**config.mk**
```make
export PLATFORM = sky130hd
export DESIGN_NAME = reciprocal_nr_unit
export DESIGN_NICKNAME = d
export VERILOG_FILES = /design/src/rtl/reciprocal_nr_unit.sv
export SDC_FILE = /design/constraint.sdc
export NUM_CORES = 1
export LEC_CHECK = 0
export CORE_MARGIN = 3
export CORE_UTILIZATION = 53
export CTS_CLUSTER_DIAMETER = 60
export DETAILED_ROUTE_END_ITERATION = 10
export PLACE_DENSITY_LB_ADDON = 0.08
export RECOVER_POWER = 100
export SYNTH_ARGS = -nofsm -noshare
export SYNTH_HDL_FRONTEND = slang
export SYNTH_SLANG_ARGS = --single-unit
export TNS_END_PERCENT = 20
```
**constraint.sdc**
```tcl
create_clock -name clock -period 2.4 [get_ports clock]
set_clock_uncertainty 0.05 [all_clocks]
set_input_delay 0.24 -clock clock [delete_from_list [all_inputs] [get_ports clock]]
set_output_delay 0.24 -clock clock [all_outputs]
set_load 0.02 [all_outputs]
```
**src/rtl/reciprocal_nr_unit.sv**
```systemverilog
// Iterative reciprocal: normalises x, then runs Newton-Raphson steps r <- r*(2 - x*r)
// on a single bit-serial shift-add multiplier (N cycles per multiply).
module reciprocal_nr_unit #(
  parameter int N  = 8,
  parameter int SW = $clog2(N)
) (
  input  logic          clock,
  input  logic          reset_n,
  input  logic          start,
  input  logic [N-1:0]  x,
  input  logic [3:0]    niter,
  output logic          busy,
  output logic          done,
  output logic          dz,
  output logic [N-1:0]  r_out,
  output logic [SW-1:0] shift
);

  localparam int BW = $clog2(N);
  localparam logic [N-1:0] ONE = {1'b1, {(N-1){1'b0}}};

  typedef enum logic [2:0] {S_IDLE, S_NORM, S_MUL1, S_MUL2, S_DONE} state_t;

  state_t         r_state, w_state_nxt;
  logic [N-1:0]   r_x, r_xn, r_r, r_mcand;
  logic [3:0]     r_iter;
  logic [SW-1:0]  r_sh;
  logic [BW-1:0]  r_bit;
  logic [2*N-1:0] r_prod;

  logic [SW-1:0]  w_lzc;
  logic [N-1:0]   w_xn, w_e, w_r_upd;
  logic [N:0]     w_sum;
  logic [2*N-1:0] w_prod_nxt;
  logic [3:0]     w_iter_dec;
  logic           w_mul_last;

  always_comb begin
    w_lzc = '0;
    for (int i = 0; i < N; i++)
      if (r_x[i]) w_lzc = SW'(N - 1 - i);
  end

  assign w_xn = r_x << w_lzc;

  // One shift-add step: low half holds the remaining multiplier bits, high half accumulates.
  assign w_sum      = {1'b0, r_prod[2*N-1:N]} + (r_prod[0] ? {1'b0, r_mcand} : '0);
  assign w_prod_nxt = {w_sum, r_prod[N-1:1]};
  assign w_mul_last = (r_bit == BW'(N - 1));
  assign w_e        = -w_prod_nxt[2*N-1:N];
  assign w_r_upd    = w_prod_nxt[2*N-1] ? '1 : w_prod_nxt[2*N-2:N-1];
  assign w_iter_dec = r_iter - 4'd1;

  always_ff @(posedge clock or negedge reset_n) begin
    if (!reset_n) r_state <= S_IDLE;
    else          r_state <= w_state_nxt;
  end

  always_comb begin
    w_state_nxt = r_state;
    busy        = 1'b0;
    done        = 1'b0;
    case (r_state)
      S_IDLE: if (start) w_state_nxt = S_NORM;
      S_NORM: begin
        busy        = 1'b1;
        w_state_nxt = (r_x == '0 || r_iter == '0) ? S_DONE : S_MUL1;
      end
      S_MUL1: begin
        busy = 1'b1;
        if (w_mul_last) w_state_nxt = S_MUL2;
      end
      S_MUL2: begin
        busy = 1'b1;
        if (w_mul_last) w_state_nxt = (w_iter_dec != '0) ? S_MUL1 : S_DONE;
      end
      S_DONE: begin
        done        = 1'b1;
        w_state_nxt = S_IDLE;
      end
      default: w_state_nxt = S_IDLE;
    endcase
  end

  always_ff @(posedge clock or negedge reset_n) begin
    if (!reset_n) begin
      r_x     <= '0;
      r_xn    <= '0;
      r_r     <= '0;
      r_mcand <= '0;
      r_iter  <= '0;
      r_sh    <= '0;
      r_bit   <= '0;
      r_prod  <= '0;
      dz      <= 1'b0;
      r_out   <= '0;
      shift   <= '0;
    end else begin
      case (r_state)
        S_IDLE: begin
          if (start) begin
            r_x    <= x;
            r_iter <= niter;
          end
        end
        S_NORM: begin
          r_xn    <= w_xn;
          r_sh    <= w_lzc;
          r_r     <= ONE;
          r_bit   <= '0;
          r_prod  <= {{N{1'b0}}, ONE};
          r_mcand <= w_xn;
          if (r_x == '0) begin
            dz    <= 1'b1;
            r_out <= '1;
            shift <= '0;
          end else if (r_iter == '0) begin
            dz    <= 1'b0;
            r_out <= ONE;
            shift <= w_lzc;
          end
        end
        S_MUL1: begin
          if (w_mul_last) begin
            // p = xn*r complete; reload multiplier with e = 2 - t, multiplicand with r
            r_bit   <= '0;
            r_prod  <= {{N{1'b0}}, w_e};
            r_mcand <= r_r;
          end else begin
            r_bit  <= r_bit + BW'(1);
            r_prod <= w_prod_nxt;
          end
        end
        S_MUL2: begin
          if (w_mul_last) begin
            r_bit   <= '0;
            r_r     <= w_r_upd;
            r_iter  <= w_iter_dec;
            r_prod  <= {{N{1'b0}}, w_r_upd};
            r_mcand <= r_xn;
            if (w_iter_dec == '0) begin
              dz    <= 1'b0;
              r_out <= w_r_upd;
              shift <= r_sh;
            end
          end else begin
            r_bit  <= r_bit + BW'(1);
            r_prod <= w_prod_nxt;
          end
        end
        default: ;
      endcase
    end
  end

endmodule

```
# Word-level counts from Yosys, hierarchy flattened
# Cells that the tools add are included.
[op_classes] reduce_logical=18 shift=1 n_eq_ne=10 mux=46 add_sub_neg=4
[op_table] cell="two-way mux 8 bit" count=9
[op_table] cell="two-way mux 3 bit" count=18
[op_table] cell="one-hot mux 16 bit (3 select lines)" count=1
[op_table] cell="two-way mux 16 bit" count=2
[op_table] cell="one-hot mux 8 bit (2 select lines)" count=2
[op_table] cell="one-hot mux 8 bit (3 select lines)" count=1
[op_table] cell="one-hot mux 3 bit (2 select lines)" count=2
[op_table] cell="one-hot mux 3 bit (4 select lines)" count=1
[op_table] cell="adder 8 x 8 -> 9 bit" count=1
[op_table] cell="AND reduction 3 bit" count=3
[op_table] cell="zero test 4 bit" count=2
[op_table] cell="zero test 8 bit" count=1
[op_table] cell="two-way mux 4 bit" count=2
[op_table] cell="inequality test 2 bit, second input constant" count=4
[op_table] cell="negator 8 bit" count=1
[op_table] cell="one-hot mux 4 bit (2 select lines)" count=1
[op_table] cell="left shift 8 x 3 -> 8 bit" count=1
[op_table] cell="equality test 3 x 2 -> 1 bit, second input constant" count=2
[op_table] cell="equality test 3 bit, second input constant" count=2
[op_table] cell="two-way mux 1 bit" count=6
[op_table] cell="nonzero test 2 bit" count=3
[op_table] cell="AND reduction 2 bit" count=2
[op_table] cell="AND reduction 4 bit" count=1
[op_table] cell="nonzero test 4 bit" count=1
[op_table] cell="other kinds (10)" count=10
[word_totals] elab_cells=91 ff_bits=73

# Longest topological paths before layout
[depth] ltp_word=11 depth_mapped=11 ltp_nobuf=10

# Worst setup path after synthesis
# OpenSTA, ideal clock, no wires.
[synth_path] kind="register -> register" from="register r_prod[0]" to="register r_r[6]" t_arrival_ns=2.385 n_path_buf=1 stages_incl_launch_ff=11 slack_ns=-0.160 synth_period_minus_slack_ns=2.560 cell_sequence="dfrtp_1 -> and2_1 -> ha_1 -> fa_1 -> a21o_1 -> a221oi_4 -> o21ai_2 -> buf_4 -> nor2_1 -> nor2_1 -> mux2_2"
[synth_via] elab_chain_cells=5
[synth_rtl] item="start, declared" line="29" text="logic [2*N-1:0] r_prod;"
[synth_rtl] item="start signal, assigned" line="111" text="r_prod <= {{N{1'b0}}, ONE};"
[synth_rtl] item="start signal, assigned" line="127" text="r_prod <= {{N{1'b0}}, w_e};"
[synth_rtl] item="start signal, assigned" line="131" text="r_prod <= w_prod_nxt;"
[synth_rtl] item="two-way mux 8 bit" line="47" text="assign w_sum = {1'b0, r_prod[2*N-1:N]} + (r_prod[0] ? {1'b0, r_mcand} : '0);"
[synth_rtl] item="adder 8 x 8 -> 9 bit" line="47"
[synth_rtl] item="two-way mux 8 bit" line="51" text="assign w_r_upd = w_prod_nxt[2*N-1] ? '1 : w_prod_nxt[2*N-2:N-1];"
[synth_rtl] item="two-way mux 8 bit" line="135" text="if (w_mul_last) begin"
[synth_rtl] item="one-hot mux 8 bit (2 select lines)" line="99" text="case (r_state)"
[synth_rtl] item="end signal, assigned" line="137" text="r_r <= w_r_upd;"
[synth_rtl] item="end, declared" line="25" text="logic [N-1:0] r_x, r_xn, r_r, r_mcand;"
# No other way between the ends. The select of a mux whose other input is x is not followed.
# A chain may end at the register's enable or synchronous reset.

# Worst setup path after layout
# Ends and elaborated chain as after synthesis.

==> run summary <==
antenna violations before repair -> 0
Post-Syn Instances -> 446
Top delay family on crit path -> compound AO/OA/AOI/OAI gates
Post-synth EDFFs -> 0
slew at the pin with the worst max-slew slack -> 1.83 ns
Placer Congestion -> 0.897
CP Cell Sequence -> and2_1 > ha_2 > fa_2 > a21o_1 > a221oi_4 > buf_4 > o21ai_4 > buf_6 > nor2_4 > nor2_1 > mux2_4
RSZ-0062 raised after global routing -> true
Synth warnings -> 0
Worst Hold Margin -> 0.303 ns
# setup viols final -> 19
CTS clk-pin slew, worst paths -> 0.08 ns
Die Area -> 8730 um2
hold buffer count at cts -> 0
Worst Path Buf+Inv -> 2
Slew Limit Fails -> 74
leading area contributor after synthesis -> dfrtp_1
Crit Path Category -> reg2reg
sequential area share after synthesis -> 0.451
# H-tree levels -> 3
Hold Crit Class -> in2async
DR iter-0 viols -> 164
height of the die -> 93.4 um
period utilization -> 1.08
Initial Util -> 0.552
area delta synth->final -> 22.6%
Mapped Nets -> 475
# diodes -> 0
Hold Vio Cnt, Final -> 0
Final min period -> 2.60 ns
Slew headroom -> -0.221
status -> complete, but fails checks
TritonRoute pass-1 iters -> 5
Placed Instance Area -> 4730 um2
mapped cell area -> 4050 um2
TritonCTS clock tree -> yes
Crit. End Element -> flip-flop
Clock Path Buffers -> 2
Port Buf Inserts -> 28
CP max stage delay -> 0.42 ns
predominant post-synthesis flop cell -> dfrtp_1
Seq cells post-synth -> 73
Syn Area/Cell -> 9.08 um2
Post-Place Cells -> 598
vias per inst -> 5.73
Remaining DRCs -> 0
pwr dens -> 453 nW/um2
failing checks -> capacitance limit, slew limit, setup timing
post-synth cell types -> 62
CTS Sinks -> 73
maximum clock rate -> 0.384 GHz
setup ws final -> -0.204 ns
non-filler cells, final -> 616
HPWL Detailed -> 7.53 mm
Critical Path RT -> 2.58 ns
first-pass GRT wire length -> 17.1 mm
CTS buffer count -> 9
area share of the leading cell type in the synthesized netlist -> 0.451
reg2reg path depth -> 11
via count -> 3531
leakage -> 0.00238 uW
Stages on worst setup path -> 11
share of layout cells above drive strength 1 -> 0.190
peak supply drop -> 0.000331 V
most frequent cells in the layout -> nand2_1, dfrtp_1, o21ai_0
post-route cell area -> 4970 um2
Clock Latency Late Sink -> 0.35 ns
DR WL/cell -> 16.8 um
vias in the first global route -> 3326
Die W -> 93.4 um
max cap viols -> 1
Row Count -> 31
startpoint types -> flip-flop
CP arrival -> 2.78 ns
asr flop ratio synth -> 1.00
Final Net Count -> 541
Reg2Reg Setup Slack -> -0.20 ns
slowest CP cell -> dfrtp_1
Clock Tree Root -> clkbuf_8
GRT Total Usage -> 0.251
CP max FO -> 7
Core Box Area -> 7330 um2
Routed Antenna Nets -> 0
total grt overflow -> 0
leading cell type in the layout, fill and taps excluded -> nand2_1
largest net degree at the start of global routing -> 74
Routed WL -> 10.4 mm
largest cells by area after synthesis -> dfrtp_1, nand2_1, o21ai_0, ha_1, nor2_1
I/O Pins -> 29
per-stage QoR:
stage / total power, uW / worst slack [ns] / util / setup TNS (ns)
floorplan: 1250 / -0.0705 / - / -0.222
CTS: 2270 / -0.151 / 0.678 / -0.948
global route: 2310 / -0.320 / 0.678 / -4.57
detailed placement: 1300 / -0.201 / 0.646 / -2.35
finish: 2250 / -0.204 / 0.678 / -1.49
global placement: 1300 / -0.202 / 0.646 / -1.71
cell type report:
cell class / instances / area, um2
Clock buffer: 10 / 128
Inverter: 13 / 48.8
Clock inverter: 6 / 67.6
Fill cell: 616 / 2360
Multi-Input combinational cell: 338 / 2150
Tap cell: 99 / 124
Timing Repair Buffer: 77 / 627
Sequential cell: 73 / 1830
sequential cells by signal, summed over array words and instances, names as in the netlist:
name     count
dz           1
r_bit        3
r_iter       4
r_mcand      8
r_out        8
r_prod      16
r_r          8
r_sh         3
r_state      3
r_x          8
r_xn         8
shift        3
kinds of logic (layout without fill, tap and decap cells):
logic type	count (synthesis)	after routing	share of synthesized area
flops	73	73	0.451
xor+xnor	11	11	0.0256
mux	14	14	0.0368
buf+inv	35	106	0.0365
simple gates	156	156	0.171
compound gates	143	143	0.234
fa+ha+maj	14	14	0.0451
synthesized netlist by cell type, drive strengths merged (8+ instances only):
master	instances
a21o	8
a21oi	25
and2	10
clkbuf	16
dfrtp	73
ha	13
inv	13
nand2	81
nor2	34
nor3	10
o21ai	55
path summary, 6_finish.rpt:
check                           startpoint         to
min in group clock                    x[0]     r_x[0]
worst min register to register          dz         dz
max in group asynchronous          reset_n  r_prod[3]
worst min-delay path               reset_n  r_prod[7]
worst max-delay path             r_prod[0]     r_r[6]
worst max register to register   r_prod[0]     r_r[6]
worst reg2reg max path, cell delays in order, from the launching register on:
cell and delay [ns]:
dfrtp_1 0.42, and2_1 0.16, ha_2 0.18, fa_2 0.34
a21o_1 0.21, a221oi_4 0.26, buf_4 0.17, o21ai_4 0.09
buf_6 0.17, nor2_4 0.13, nor2_1 0.06, mux2_4 0.26
report_power, final:
| part | internal, uW | switching [uW] |
|---|---|---|
| clock | 484 | 491 |
| sequential | 1230 | 0 |
| combinational | 18.9 | 26.0 |
routing by layer:
metal  vias to the layer above  part of all wire  GRT usage
li1                       1722                 -          -
met1                      1702              0.45      0.356
met2                        90              0.49      0.398
met3                        17             0.040     0.0442
met4                         0             0.014     0.0647
met5                         -                 0          0
repair_timing:
item                                   in CTS  in global routing
endpoints found under the hold margin       0                  0
pin swaps                                   7                  7
setup buffers                               0                  2
gates resized for setup                    15                  6
setup endpoints to repair                  23                 26
(Power assumes the default switching activity.)
==> RTL change (same flow settings) <==
Encoding of `state_t`: now one-hot (5 bits for 5 states).
--- a/src/rtl/reciprocal_nr_unit.sv
+++ b/src/rtl/reciprocal_nr_unit.sv
@@ -21,3 +21,3 @@
 
-  typedef enum logic [2:0] {S_IDLE, S_NORM, S_MUL1, S_MUL2, S_DONE} state_t;
+  typedef enum logic [4:0] {S_IDLE = 5'b00001, S_NORM = 5'b00010, S_MUL1 = 5'b00100, S_MUL2 = 5'b01000, S_DONE = 5'b10000} state_t;
 
Check against the original RTL: no difference found for any inputs over 10 cycles, from zero or initial values and one cycle with reset_n low; not proved beyond that.
==> RTL change against the original RTL <==
- the flow finishes with violations (setup timing)
- die area grew 6.2%
- synthesized cell count grew 1.8%
- sequential cell count grew 2
- area after synthesis grew 6.6%
- maximum frequency shrank 3.1%
- wire length grew 16%
- worst hold slack gained 86 ps
- worst setup slack lost 83 ps
- final area grew 12%
- critical path type unchanged
- critical endpoint is now r_prod[5]$_DFFE_PN0N_
- highest routed layer unchanged
Power is not compared: it rests on default switching activity, and its combinational part moved more than twofold at a synthesized area within 25%.
==> RTL change: results (changes against the original RTL) <==
* Met3 Track Usage GR at 4.61% (+0.19 points)
* Dpl ws at -234 ps (-32.7 ps)
* Routed wl met3 at 727 um (+77%)
* Hold crit path type: in2reg
* Global-route wire length before repair at 19,200 um (+12%)
* Critical path's slowest cell: dfrtp_2
* Drt via density at 6.23 (+8.7%)
* Critical path arrival at 2890 ps (+110 ps)
* Largest net degree at the start of global routing at 39 (-47%)
* GR Util All Layers at 27.1% (+2.0 points)
* Worst-path fanout max at 8 (+1)
* Worst-Margin Slew at 977 ps (-855 ps)
* Violations in the final reports: setup timing
* Cell Area, Placed at 4980 um^2 (+5.3%)
* Met1 Use GR at 36.9% (+1.3 points)
* Post-synthesis sequential area ratio at 43.5% (-1.6 points)
* Top post-synthesis cells by area: dfrtp_1 43%, nor2_1 4.5%, o21ai_0 3.9%, ha_1 3.8%, nand2_1 2.9%
* 1st-iter DRT viols at 308 (+88%)
* Layout Nets at 555 (+2.6%)
* Synth top cells by count: 74 x dfrtp_1, 52 x nor2_1, 34 x o21ai_0
* Final worst slack at -287 ps (-82.8 ps)
* DP HPWL at 8120 um (+7.9%)
* Final slew viol count at 0 (-100%)
* Proportion of layout cells with a drive suffix above 1 at 27.1% (+8.2 points)
* GR Util met2 at 42.6% (+2.8 points)
* Post-Route WL at 12,000 um (+16%)
* Cell variety after synth at 74 (+19%)
* Run status: finished, violations left
* Wl on met1 at 5190 um (+10%)
* Post-Synth XOR/XNOR Area at 2.40% (-0.16 points)
* Post-synthesis mux area share at 3.07% (-0.61 points)
* Vias in the first global route at 3,877 (+17%)
* Met2 WL at 5710 um (+12%)
* Final setup fails at 15 (-4)
==> RTL change: final timing paths <==
path	to	slack (ps)	cells after the start
max in group asynchronous	r_mcand[5]$_DFFE_PN0P_	750	3
worst max register to register	r_prod[5]$_DFFE_PN0N_	-290	8
worst min register to register	r_sh[1]$_DFFE_PN0P_	440	2
min in group asynchronous	shift[0]$_DFFE_PN0P_	520	2
worst max-delay path	r_prod[5]$_DFFE_PN0N_	-290	8
worst min-delay path	r_x[5]$_DFFE_PN0P_	390	3
==> RTL change: layout make-up <==
| cell class | count | area (um^2) |
|---|---|---|
| inverter | 12 | 45.0 |
| timing repair buffer | 88 | 748 |
| sequential | 75 | 1880 |
| fill | 563 | 2250 |
| clock inverter | 6 | 96.3 |
| clock buffer | 10 | 128 |
| tap | 102 | 128 |
| multi-input combinational | 340 | 2540 |
==> RTL change: repair_timing <==
item,CTS,global route
endpoints found under the setup margin,24,30
pin swaps,10,15
buffers inserted,6,6
endpoints found under the hold margin,35,0
hold buffers,1,0
resized for setup,37,31
==> RTL change: cells by family after synthesis <==
logic type / count (synthesis)
AO/OA/AOI/OAI: 155
XOR/XNOR: 11
adder cells (fa/ha/maj): 14
buffers and inverters: 39
flip-flops: 75
multiplexers: 11
AND/OR/NAND/NOR: 149
==> RTL change: stage by stage <==
step	TNS, ps	utilization, %	instances
global placement	-1070	63.8	604
global route	-4310	71.2	633
finish	-1260	71.2	633
detailed placement	-2730	63.8	604
CTS	-419	69.7	627
floorplan	-9.55	-	454
==> RTL change: power groups by stage <==
stage          combinational (W)  clock, W  sequential (W)
5_1_grt                  0.00223   0.00119         0.00212
6_report                 0.00200   0.00113         0.00207
3_5_place_dp             0.00204         0         0.00209
3_3_place_gp             0.00201         0         0.00207
4_1_cts                  0.00205   0.00114         0.00207
2_1_floorplan            0.00144         0         0.00200
